`src/rtl/syndrome_round_feeder_pkg.sv`:
```
// Shared constants, helpers and issue-FSM state type for the syndrome round feeder.
`ifndef SYNDROME_ROUND_FEEDER_MAX
`define SYNDROME_ROUND_FEEDER_MAX(a, b) (((a) > (b)) ? (a) : (b))
`endif

package syndrome_round_feeder_pkg;

    localparam int DEFAULT_DX         = 3;
    localparam int DEFAULT_DZ         = 2;
    localparam int MEASUREMENT_ROUNDS = `SYNDROME_ROUND_FEEDER_MAX(DEFAULT_DX, DEFAULT_DZ);
    localparam int PU_COUNT           = DEFAULT_DX * DEFAULT_DZ * MEASUREMENT_ROUNDS;

    typedef enum logic {
        FEED_FREE,
        FEED_DECODING
    } feed_state_t;

    function automatic int pu_count(input int dx, input int dz);
        return dx * dz * `SYNDROME_ROUND_FEEDER_MAX(dx, dz);
    endfunction

    function automatic int word_count(input int bits, input int width);
        return (bits + width - 1) / width;
    endfunction

endpackage

```
`src/rtl/syndrome_word_assembler.sv`:
```
// Collects one round of stream words into a flat measurement buffer and flags framing errors.
module syndrome_word_assembler
    import syndrome_round_feeder_pkg::*;
#(
    parameter int  PU_CNT      = PU_COUNT,
    parameter int  INPUT_WIDTH = 8,
    localparam int NUM_WORDS   = word_count(PU_CNT, INPUT_WIDTH),
    localparam int IDX_W       = `SYNDROME_ROUND_FEEDER_MAX(1, $clog2(NUM_WORDS))
) (
    input  logic                   clk,
    input  logic                   reset,
    input  logic [INPUT_WIDTH-1:0] s_data,
    input  logic                   s_valid,
    input  logic                   s_last,
    output logic                   s_ready,
    input  logic                   consume,
    output logic                   full,
    output logic [PU_CNT-1:0]      buffer,
    output logic                   frame_error
);

    localparam logic [IDX_W-1:0] LAST_IDX = IDX_W'(NUM_WORDS - 1);

    logic [IDX_W-1:0] idx;
    logic             accept;
    logic             at_last;
    logic             good_mid;
    logic             good_end;
    logic             store;

    assign s_ready  = !full;
    assign accept   = s_valid && !full;
    assign at_last  = (idx == LAST_IDX);
    assign good_mid = accept && !at_last && !s_last;
    assign good_end = accept &&  at_last &&  s_last;
    assign store    = good_mid || good_end;

    always_ff @(posedge clk or posedge reset) begin
        if (reset) begin
            idx         <= '0;
            full        <= 1'b0;
            frame_error <= 1'b0;
        end else begin
            if (good_mid)
                idx <= idx + IDX_W'(1);
            else if (accept)
                idx <= '0;

            if (good_end)
                full <= 1'b1;
            else if (consume)
                full <= 1'b0;

            // Any accepted word that is neither a clean mid-frame nor a clean end drops the frame.
            if (accept && !store)
                frame_error <= 1'b1;
        end
    end

    // Bits past PU_CNT in the final word have no home and are never stored.
    for (genvar b = 0; b < PU_CNT; b++) begin : g_bit
        localparam logic [IDX_W-1:0] WORD_OF_BIT = IDX_W'(b / INPUT_WIDTH);
        always_ff @(posedge clk or posedge reset) begin
            if (reset)
                buffer[b] <= 1'b0;
            else if (store && (idx == WORD_OF_BIT))
                buffer[b] <= s_data[b % INPUT_WIDTH];
        end
    end

endmodule

```
`src/rtl/syndrome_round_feeder.sv`:
```
// Issues assembled syndrome rounds to the decoder, one at a time, while the next round streams in.
//   state         | meaning
//   FEED_FREE     | decoder idle; issue as soon as the assembler holds a full round
//   FEED_DECODING | round issued; waiting for result_valid
module syndrome_round_feeder
    import syndrome_round_feeder_pkg::*;
#(
    parameter int  CODE_DISTANCE_X = 3,
    parameter int  CODE_DISTANCE_Z = 2,
    parameter int  INPUT_WIDTH     = 8,
    localparam int PU_CNT          = pu_count(CODE_DISTANCE_X, CODE_DISTANCE_Z)
) (
    input  logic                   clk,
    input  logic                   reset,
    input  logic [INPUT_WIDTH-1:0] s_data,
    input  logic                   s_valid,
    input  logic                   s_last,
    output logic                   s_ready,
    output logic [PU_CNT-1:0]      measurements,
    output logic                   new_round_start,
    input  logic                   result_valid,
    output logic                   decoder_busy,
    output logic                   frame_error,
    output logic [15:0]            rounds_issued
);

    feed_state_t       state_q;
    feed_state_t       state_d;
    logic              issue;
    logic              full;
    logic [PU_CNT-1:0] buffer;

    syndrome_word_assembler #(
        .PU_CNT      (PU_CNT),
        .INPUT_WIDTH (INPUT_WIDTH)
    ) u_assembler (
        .clk         (clk),
        .reset       (reset),
        .s_data      (s_data),
        .s_valid     (s_valid),
        .s_last      (s_last),
        .s_ready     (s_ready),
        .consume     (issue),
        .full        (full),
        .buffer      (buffer),
        .frame_error (frame_error)
    );

    always_comb begin
        state_d = state_q;
        issue   = 1'b0;
        case (state_q)
            FEED_FREE: begin
                if (full) begin
                    issue   = 1'b1;
                    state_d = FEED_DECODING;
                end
            end
            FEED_DECODING: begin
                if (result_valid)
                    state_d = FEED_FREE;
            end
            default: state_d = FEED_FREE;
        endcase
    end

    always_ff @(posedge clk or posedge reset) begin
        if (reset) begin
            state_q         <= FEED_FREE;
            measurements    <= '0;
            new_round_start <= 1'b0;
            rounds_issued   <= 16'd0;
        end else begin
            state_q         <= state_d;
            new_round_start <= issue;
            if (issue) begin
                measurements  <= buffer;
                rounds_issued <= rounds_issued + 16'd1;
            end
        end
    end

    assign decoder_busy = (state_q == FEED_DECODING);

endmodule
```
`config.mk`:
```
export PLATFORM = sky130hd
export DESIGN_NAME = syndrome_round_feeder
export DESIGN_NICKNAME = d
export VERILOG_FILES = /design/src/rtl/syndrome_round_feeder_pkg.sv /design/src/rtl/syndrome_word_assembler.sv /design/src/rtl/syndrome_round_feeder.sv
export SDC_FILE = /design/constraint.sdc
export NUM_CORES = 1
export LEC_CHECK = 0
export BUFFER_PORTS_ARGS = -buffer_cell sky130_fd_sc_hd__buf_2
export CAP_MARGIN = 20
export CELL_PAD_IN_SITES_DETAIL_PLACEMENT = 1
export CELL_PAD_IN_SITES_GLOBAL_PLACEMENT = 1
export CORE_MARGIN = 4
export CORE_UTILIZATION = 45
export DETAILED_ROUTE_END_ITERATION = 8
export HOLD_SLACK_MARGIN = 0.05
export PLACE_DENSITY = 0.89
export SLEW_MARGIN = 20
export SYNTH_ARGS = -nofsm -noshare
export SYNTH_HDL_FRONTEND = slang
export SYNTH_SLANG_ARGS = --single-unit
```
`constraint.sdc`:
```
create_clock -name clk -period 2.7 [get_ports clk]
set_input_delay 0.54 -clock clk [delete_from_list [all_inputs] [get_ports clk]]
set_output_delay 0.54 -clock clk [all_outputs]
set_load 0.05 [all_outputs]
```
==> results of run 1 <==
registers in the layout, indices dropped and copies added, names as in the netlist:
name	count
new_round_start	1
decoder_busy	1
u_assembler.full	1
measurements	18
u_assembler.buffer	18
rounds_issued	16
u_assembler.idx	2
u_assembler.frame_error	1
path summary, 6_finish.rpt:
check | endpoint | slack (ns) | depth (start not counted)
hold reg to reg | u_assembler.frame_error | 0.45 | 1
max in group asynchronous | measurements[9] | 1.75 | 3
min in group clk | decoder_busy | 0.42 | 2
hold / removal | measurements[12] | 0.31 | 2
setup reg to reg | u_assembler.buffer[1] | 0.90 | 6
setup / recovery | u_assembler.buffer[1] | 0.90 | 6
per-stage QoR:
| step | hold WS [ns] | util | area [um^2] | cells |
|---|---|---|---|---|
| finish | 0.310 | 0.592 | 2890 | 336 |
| global route | 0.366 | 0.592 | 2890 | 336 |
| CTS | 0.327 | 0.592 | 2890 | 336 |
| detailed placement | 0.445 | 0.548 | 2670 | 320 |
| global placement | 0.442 | 0.548 | 2670 | 320 |
| floorplan | 0.433 | - | 2330 | 204 |
cells by family (layout without fill, tap and decap cells):
family	after synthesis	count (layout)	share of synthesized area
DFF	58	58	0.622
muxes	19	19	0.0917
and+or+nand+nor	92	92	0.177
adders and majority gates	4	4	0.0215
buffers and inverters	11	76	0.0177
xor gates and xnor gates	16	16	0.0601
AOI/OAI and AO/OA	4	4	0.00966
power groups by stage:
stage               clock (mW)  sequential [mW]  combinational (mW)
global placement             0             1.33                1.03
global route             0.922             1.37                1.14
detailed placement           0             1.34                1.08
CTS                      0.874             1.33                1.08
finish                   0.850             1.33                1.06
floorplan                    0             1.80               0.327
critical path: cells and delay by family, from the launching register on:
| kind | cells | cell delay [ns] |
|---|---|---|
| mux | 1 | 0.38 |
| buf+inv | 1 | 0.12 |
| flops | 1 | 0.39 |
| xor+xnor | 1 | 0.22 |
| simple gates | 2 | 0.34 |
| fa+ha+maj | 1 | 0.24 |
metal layers:
layer,global-route usage,vias to the layer above,part of all wire
met1,0.223,837,0.42
met2,0.322,50,0.51
li1,-,784,-
met3,0.0485,8,0.049
met4,0.0811,0,0.018
met5,0,-,0
cell usage after synthesis (all sizes together):
cell type  number
and4            1
or3             1
and3            1
ha              4
nor2b           1
nand4b          1
clkbuf          4
and2            1
nand4           7
inv             7
xor2            7
nand2b          1
nand3           3
a21o            1
nor3            4
o21ai           3
xnor2           9
mux2           19
dfrtp          58
nor2            5
nand2          66
layout make-up:
class | count | area (um^2)
Sequential cell | 58 | 1450
Fill cell | 552 | 1990
Clock buffer | 15 | 186
Inverter | 7 | 26.3
Tap cell | 67 | 83.8
Multi-Input combinational cell | 135 | 840
Timing Repair Buffer | 53 | 273
Clock inverter | 1 | 30.0
==> summary.md, run 1 <==
| Metric | Value |
|---|---|
| Post-Syn Nets | 221 |
| Most common cell after layout, fill and taps aside | nand2_1 |
| Final Setup Violations | 0 |
| Synth unique cells | 25 |
| Layout cells sized above 1 | 0.346 |
| Initial antenna violation count | 0 |
| Final period utilization | 0.666 |
| CP Data Required Time | 2.91 ns |
| Row cnt | 25 |
| Antenna diodes | 0 |
| Final HPWL DP | 3790 um |
| Fin nets | 281 |
| Residual DRC count | 0 |
| H-tree depth | 3 |
| Max incr delay on CP | 0.39 ns |
| Crit path launch | u_assembler.idx[0] |
| Clk_skew | 0.00443 ns |
| Clk slew on worst S/H paths | 0.06 ns |
| Peak VDD IR | 0.622 mV |
| Largest net degree at the start of global routing | 35 |
| Crit Path Max Fanout | 8 |
| Mean Syn Cell Area | 11.4 um^2 |
| Core area | 4880 um^2 |
| Die area | 6400 um^2 |
| Largest area contributor in the netlist | dfrtp_1 |
| CTS sink cnt | 58 |
| Root Driver | clkbuf_8 |
| GRT Util Overall | 0.188 |
| Cells after synthesis | 204 |
| Clock Path Buffers | 2 |
| Pwr Density | 1120 nW/um^2 |
| Sw Pwr | 1.25 mW |
| Hold Vio Cnt, Final | 0 |
| Crit path capture type | flop |
| Final Slew Violations | 0 |
| Via Count | 1679 |
| Clock power share | 0.262 |
| Minimum clock period | 1.80 ns |
| Worst Tran Pin Value | 0.689 ns |
| Cts hold-fix bufs | 0 |
| Average routed wire per standard cell | 15.4 um |
| Drt total wl | 5190 um |
| Max-cap viol count | 0 |
| Crit-path cells | inv_1 -> ha_1 -> xor2_1 -> nor2_1 -> nand2_2 -> mux2_2 |
| CP arrival | 2.01 ns |
| Vias per cell | 5.00 |
| Leakage power | 1.52 nW |
| PortBufs | 50 |
| Initial core utilization | 0.478 |
| DR pass1 iterations | 4 |
| Initial DRC Count | 102 |
| Post-route ant nets | 0 |
| Area growth, synth to finish | 23.9% |
| Die width | 80.0 um |
| TNS Setup | 0 ns |
| Die extent in y | 80.0 um |
| GRT overflow | 0 |
| Yosys warns | 0 |
| RePlAce Congestion | 0.814 |
| Pre-CTS setup slack | 0.919 ns |
| Io pins | 51 |
| Startpoint Class | flop |
| TritonCTS Buffers | 9 |
| First-pass GRT wire length | 9030 um |
| RSZ-0062 raised after global routing | false |
| Reg-to-Reg Start | u_assembler.idx[0] |
| Post-synth top area share | 0.622 |
| TritonCTS clock tree | built |
| CTS resizes | 0 |
| CP max stage cell | dfrtp_1 |
| Mapped Area | 2330 um^2 |
| Switching share of power | 0.387 |
| Setup ws final | 0.901 ns |
| Reg power frac | 0.410 |
| Worst skew pair latency | 0.33 ns |
| Area contributors post-synth | dfrtp_1 62%, nand2_1 10%, mux2_2 9.2% |
| Worst slew margin relative to its limit | 0.540 |
| Crit Path Class | flop to flop |
| Comb power frac | 0.328 |
| Synth Register Bits | 58 |
| Post-CTS setup buffers | 0 |
| Overall Power | 3.24 mW |
| Class of the worst hold path | input pin to asynchronous set/reset pin |
| Vias in the first global route | 1858 |
| Int Pwr | 1.98 mW |
| Max Freq | 0.556 GHz |
| Commonest cells after routing, fill and taps aside | 64 x nand2_1, 58 x dfrtp_1, 50 x buf_2 |
| Register area share after synthesis | 0.622 |
| Status | finished, final reports clean |
Note: power is estimated with default switching activity, not from simulation.
==> run 2, diff against run 1 <==
--- a/config.mk
+++ b/config.mk
@@ -10,10 +10,10 @@
 export CELL_PAD_IN_SITES_DETAIL_PLACEMENT = 1
 export CELL_PAD_IN_SITES_GLOBAL_PLACEMENT = 1
 export CORE_MARGIN = 4
-export CORE_UTILIZATION = 45
+export CORE_UTILIZATION = 37
 export DETAILED_ROUTE_END_ITERATION = 8
 export HOLD_SLACK_MARGIN = 0.05
-export PLACE_DENSITY = 0.89
+export PLACE_DENSITY = 0.78
 export SLEW_MARGIN = 20
 export SYNTH_ARGS = -nofsm -noshare
 export SYNTH_HDL_FRONTEND = slang
==> constraint.sdc (replaced) <==
create_clock -name clk -period 1.5 [get_ports clk]
set_input_delay 0.3 -clock clk [delete_from_list [all_inputs] [get_ports clk]]
set_output_delay 0.3 -clock clk [all_outputs]
set_load 0.05 [all_outputs]
==> summary.md, run 2 (synthesis gave the netlist of run 1 again) <==
| Metric | Value |
|---|---|
| Crit Path Class | flop to flop |
| TritonCTS Buffers | 9 (unchanged) |
| H-tree depth | 3 (unchanged) |
| RePlAce Congestion | 0.803 (-1.3%) |
| Clock Path Buffers | 2 (unchanged) |
| TritonCTS clock tree | built |
| Final Setup Violations | 0 (unchanged) |
| CP arrival | 1.69 ns (-0.32 ns) |
| Peak VDD IR | 0.943 mV (+52%) |
| Startpoint Class | flop |
| RSZ-0062 raised after global routing | true |
| Layout cells sized above 1 | 0.416 (+0.0700) |
| Worst slew margin relative to its limit | 0.793 (+0.253) |
| Worst Tran Pin Value | 0.311 ns (-0.378 ns) |
| GRT Util Overall | 0.159 (-0.0294) |
| Via Count | 1690 (+0.66%) |
| CTS sink cnt | 58 (unchanged) |
| Register area | 1460 um^2 (+0.60%) |
| DR pass1 iterations | 4 (unchanged) |
| Pwr Density | 1900 nW/um^2 (+70%) |
| CP Data Required Time | 1.71 ns (-1.20 ns) |
| Max-cap viol count | 0 (unchanged) |
| Worst skew pair latency | 0.33 ns (about the same) |
| Multi-input gate area | 948 um^2 (+13%) |
| Vias per cell | 4.77 (-4.5%) |
| Largest net degree at the start of global routing | 59 (+69%) |
| M1 GR Usage | 0.197 (-0.0258) |
| Antenna diodes | 0 (unchanged) |
| Io pins | 51 (unchanged) |
| Die area | 7640 um^2 (+19%) |
| Final period utilization | 0.988 (+0.321) |
| Class of the worst hold path | input pin to flop |
| Core area | 6030 um^2 (+23%) |
| Crit path capture type | flop |
| M3 GR Usage | 0.0511 (+0.00256) |
| Vias in the first global route | 1848 (-0.54%) |
| Final Slew Violations | 0 (unchanged) |
| Post-layout util | 0.509 (-0.0834) |
| Commonest cells after routing, fill and taps aside | 64 x nand2_1, 51 x dfrtp_1, 50 x buf_2 |
| Initial antenna violation count | 0 (unchanged) |
| Clk_skew | 0.00550 ns (+0.00107 ns) |
| Initial DRC Count | 63 (-38%) |
| Status | finished, final reports clean |
| Die extent in y | 87.4 um (+9.3%) |
| Reg2reg end | u_assembler.buffer[10] |
| Max incr delay on CP | 0.41 ns (+0.02 ns) |
| Leakage power | 1.61 nW (+5.7%) |
| Fin nets | 291 (+3.6%) |
| Residual DRC count | 0 (unchanged) |
| Final HPWL DP | 3800 um (+0.29%) |
| Met2 usage | 0.257 (-0.0652) |
| Crit-path cells | ha_4 -> xor2_4 -> nor2_4 -> nand2_4 -> mux2_4 |
| Root Driver | clkbuf_8 |
| PortBufs | 50 (unchanged) |
| Minimum clock period | 1.48 ns (-0.317 ns) |
| GRT Max-Usage Layer | met2 |
| Hold Startpoint | result_valid |
| Drt total wl | 5440 um (+4.9%) |
| Worst Hold End | decoder_busy |
| Number of fill cells | 706 (+28%) |
| Area growth, synth to finish | 31.5% |
| Row cnt | 28 (+12%) |
| Overall Power | 5.83 mW (+80%) |
| GRT overflow | 0 (unchanged) |
| Hold Vio Cnt, Final | 0 (unchanged) |
| CP max stage cell | dfrtp_1 |
| Regs by FF count | measurements: 18 flops, u_assembler.buffer: 18 flops, rounds_issued: 16 flops |
| Post-route ant nets | 0 (unchanged) |
| Clk slew on worst S/H paths | 0.06 ns (about the same) |
| R2R Setup Slk | 0.02 ns (-0.88 ns) |
| Buffer and inverter count on the worst path | 0 (-1) |
| Crit path max-delay family | flip-flops |
| WHS Path Cells | 2 |
| R2R depth | 5 (-1) |
| Average routed wire per standard cell | 15.4 um (-0.45%) |
| Reg-to-Reg Start | u_assembler.idx[1] |
| Most common cell after layout, fill and taps aside | nand2_1 |
| Max Freq | 0.675 GHz (+21%) |
| First-pass GRT wire length | 9200 um (+1.8%) |
| Die width | 87.4 um (+9.3%) |
| Initial core utilization | 0.387 (-0.0909) |
| Crit Path Max Fanout | 8 (unchanged) |
==> run 2: area by class of cell <==
class                   count  area share
clock buffers              11      0.0461
clock inverters             5     0.00979
multi-input cells         135       0.309
inverters                   7     0.00979
flip-flops and latches     58       0.476
well taps                  75      0.0306
repair buffers             63       0.118
==> run 2: through the flow <==
stage                     cells  TNS [ns]  cell area [um^2]  hold WS (ns)  setup slack, ns
final                       354         0              3070         0.138           0.0184
after global routing        354    -0.424              3070         0.110          -0.0397
after CTS                   353         0              2990        0.0501          0.00495
after detailed placement    335     -1.41              2760         0.416           -0.122
after global placement      335    -0.345              2760         0.403          -0.0314
after floorplan             204   -0.0458              2350         0.393          -0.0458
==> run 2: repair_timing <==
action,CTS,global route
pin swaps,2,3
buffers inserted,2,0
hold endpoints to repair,0,4
resized for setup,8,13
hold buffers,0,1
endpoints found under the setup margin,17,20
==> run 2: where the power goes <==
part | internal, mW | total [mW] | switching, mW
Sequential | 2.08 | 2.41 | 0.321
Combinational | 0.726 | 2.16 | 1.44
Clock | 0.635 | 1.26 | 0.622
Total | 3.44 | 5.83 | 2.38
==> run 2: worst reg2reg max path, stage by stage (launching register included) <==
cell	delay (ns)
dfrtp_1	0.41
ha_4	0.19
xor2_4	0.16
nor2_4	0.14
nand2_4	0.14
mux2_4	0.33
==> run 2: how the worst max path moves through the flow <==
stage                                  start                endpoint  slack [ns]  depth (start not counted)
final                     u_assembler.idx[1]  u_assembler.buffer[10]        0.02                          5
after global routing      u_assembler.idx[0]   u_assembler.buffer[2]       -0.04                          6
after CTS                 u_assembler.idx[1]   u_assembler.buffer[4]       0.005                          5
after detailed placement  u_assembler.idx[0]   u_assembler.buffer[0]       -0.12                          6
after global placement    u_assembler.idx[0]   u_assembler.buffer[5]       -0.03                          6
after floorplan             rounds_issued[3]       rounds_issued[10]       -0.05                          4
==> run 2: routing by layer <==
layer / wire length (um) / vias up
li1: - / 805
met1: 2340 / 836
met2: 2720 / 43
met3: 297 / 6
met4: 78 / 0
met5: 0 / -
==> run 3, diff against run 2 <==
--- a/config.mk
+++ b/config.mk
@@ -10,10 +10,11 @@
 export CELL_PAD_IN_SITES_DETAIL_PLACEMENT = 1
 export CELL_PAD_IN_SITES_GLOBAL_PLACEMENT = 1
 export CORE_MARGIN = 4
-export CORE_UTILIZATION = 37
+export CORE_UTILIZATION = 42
+export CTS_CLUSTER_DIAMETER = 50
 export DETAILED_ROUTE_END_ITERATION = 8
 export HOLD_SLACK_MARGIN = 0.05
-export PLACE_DENSITY = 0.78
+export PLACE_DENSITY = 0.84
 export SLEW_MARGIN = 20
 export SYNTH_ARGS = -nofsm -noshare
 export SYNTH_HDL_FRONTEND = slang
==> constraint.sdc (replaced) <==
create_clock -name clk -period 1.6 [get_ports clk]
set_input_delay 0.32 -clock clk [delete_from_list [all_inputs] [get_ports clk]]
set_output_delay 0.32 -clock clk [all_outputs]
set_load 0.05 [all_outputs]
==> summary.md, run 3 (synthesis gave the netlist of run 1 again) <==
| Metric | Value |
|---|---|
| Status | finished, final reports clean |
| Reg2reg end | u_assembler.buffer[8] |
| Die width | 82.5 um (-5.6%) |
| PortBufs | 50 (unchanged) |
| Fin nets | 288 (-1.0%) |
| GRT overflow | 0 (unchanged) |
| Worst Hold End | decoder_busy |
| R2R depth | 6 (+1) |
| Most common cell after layout, fill and taps aside | nand2_1 |
| RePlAce Congestion | 0.755 (-6.1%) |
| Via Count | 1662 (-1.7%) |
| GRT Util Overall | 0.180 (+0.0213) |
| CP arrival | 1.75 ns (+0.06 ns) |
| Leakage power | 1.56 nW (-2.7%) |
| Final Setup Violations | 0 (unchanged) |
| Pre-CTS setup slack | -0.0156 ns (+0.106 ns) |
| Worst Tran Pin Value | 0.367 ns (+0.0554 ns) |
| Vias in the first global route | 1867 (+1.0%) |
| Area growth, synth to finish | 28.6% |
| Startpoint Class | flop |
| Largest net degree at the start of global routing | 21 (-64%) |
| Root Driver | clkbuf_8 |
| Vias per cell | 4.80 (+0.62%) |
| Layout cells sized above 1 | 0.388 (-0.0281) |
| Post-route ant nets | 0 (unchanged) |
| Pwr Density | 1860 nW/um^2 (-1.9%) |
| DR pass1 iterations | 4 (unchanged) |
| Peak VDD IR | 0.932 mV (-1.2%) |
| Comb power frac | 0.334 (-0.037) |
| WHS Path Cells | 2 (unchanged) |
| Crit Path Class | flop to flop |
| Final HPWL DP | 3850 um (+1.5%) |
| Crit path capture type | flop |
| Die extent in y | 82.5 um (-5.6%) |
| Hold_ws | 0.151 ns (+0.0128 ns) |
| TNS Setup | 0 ns (unchanged) |
| Class of the worst hold path | input pin to flop |
| Clk_skew | 0.00764 ns (+0.00214 ns) |
| Drt total wl | 5280 um (-3.0%) |
| Row cnt | 26 (-7.1%) |
| Final Slew Violations | 0 (unchanged) |
| Int Pwr | 3.39 mW (-1.7%) |
| Io pins | 51 (unchanged) |
| Worst slew margin relative to its limit | 0.755 (-0.0375) |
| H-tree depth | 3 (unchanged) |
| DP Area | 2720 um^2 (-1.8%) |
| Residual DRC count | 0 (unchanged) |
| Switching share of power | 0.394 (-0.0144) |
| Setup ws final | 0.0706 ns (+0.0521 ns) |
| Worst skew pair latency | 0.34 ns (about the same) |
| CP Data Required Time | 1.82 ns (+0.11 ns) |
| Hold Vio Cnt, Final | 0 (unchanged) |
| Reg-to-Reg Start | u_assembler.idx[0] |
| Initial antenna violation count | 0 (unchanged) |
| Crit Path Max Fanout | 8 (unchanged) |
| Initial core utilization | 0.445 (+0.0583) |
| Clk slew on worst S/H paths | 0.07 ns (about the same) |
| Antenna diodes | 0 (unchanged) |
| Overall Power | 5.59 mW (-4.0%) |
| Max Freq | 0.654 GHz (-3.1%) |
| CTS sink cnt | 58 (unchanged) |
| Clock power share | 0.263 (+0.047) |
| Die area | 6810 um^2 (-11%) |
| RSZ-0062 raised after global routing | true |
| TritonCTS Buffers | 9 (unchanged) |
| R2R Setup Slk | 0.07 ns (+0.05 ns) |
| Final Instance Area | 3000 um^2 (-2.2%) |
| Hold Startpoint | result_valid |
| Minimum clock period | 1.53 ns (+0.0479 ns) |
| Max-cap viol count | 0 (unchanged) |
| Sw Pwr | 2.20 mW (-7.4%) |
| Number of fill cells | 585 (-17%) |
| Commonest cells after routing, fill and taps aside | 64 x nand2_1, 55 x dfrtp_1, 50 x buf_2 |
| Average routed wire per standard cell | 15.3 um (-0.72%) |
| First-pass GRT wire length | 9000 um (-2.1%) |
| Reg power frac | 0.403 (-0.010) |
| Regs by FF count | measurements: 18 flops, u_assembler.buffer: 18 flops, rounds_issued: 16 flops |
| Final period utilization | 0.956 (-0.0318) |
| Initial DRC Count | 41 (-35%) |
| Clock Path Buffers | 2 (unchanged) |
| Core area | 5240 um^2 (-13%) |
| TritonCTS clock tree | built |
## run 3: changes by cell type in the layout (fill, tap and decap cells not counted), sizes merged
cell    delta
buf        -3
bufinv     +2
clkbuf     -2
## run 3: final cells by class
class                   count  area, um^2  area share
flip-flops and latches     58        1460       0.485
multi-input cells         135         881       0.294
repair buffers             60         328       0.109
clock buffers               9         124      0.0413
clock inverters             7        93.8      0.0313
well taps                  70        87.6      0.0292
inverters                   7        30.0      0.0100
## run 3: worst max path at each step
| stage | end | slack [ns] | start |
|---|---|---|---|
| floorplan | rounds_issued[10] | -0.11 | rounds_issued[5] |
| global placement | u_assembler.buffer[3] | 0.05 | u_assembler.idx[0] |
| detailed placement | u_assembler.buffer[6] | -0.02 | u_assembler.idx[0] |
| CTS | u_assembler.buffer[8] | 0.002 | u_assembler.idx[0] |
| global route | rounds_issued[15] | -0.04 | decoder_busy |
| finish | u_assembler.buffer[8] | 0.07 | u_assembler.idx[0] |
## run 3: power by group through the flow
stage	logic, mW	registers, mW	clock network, mW
final	1.87	2.25	1.47
after global routing	2.01	2.33	1.59
after CTS	1.87	2.26	1.51
after floorplan	0.552	3.04	0
after detailed placement	1.84	2.27	0
after global placement	1.77	2.24	0
## run 3: layer usage
layer	global-route usage	up-vias	wire (um)
li1	-	794	-
met5	0	-	0
met1	0.206	820	2190
met3	0.0597	8	286
met2	0.314	40	2720
met4	0.0637	0	77
## run 3: what timing repair did
action                                  in CTS  in global routing
resized for setup                            2                  6
hold buffers                                 1                  0
endpoints found under the setup margin      16                 18
pin swaps                                    3                  3
buffers inserted                             2                  0
endpoints found under the hold margin       14                  0
## run 3: stage by stage
stage	instances	utilization
final	346	0.573
after CTS	346	0.566
after global routing	346	0.573
after global placement	327	0.518
after floorplan	204	-
after detailed placement	327	0.518
## run 3: critical path: stages, from the launching register on
cell	delay, ns
dfrtp_1	0.38
inv_1	0.11
ha_4	0.16
xor2_2	0.20
nor2_4	0.07
nand2_4	0.14
mux2_2	0.35
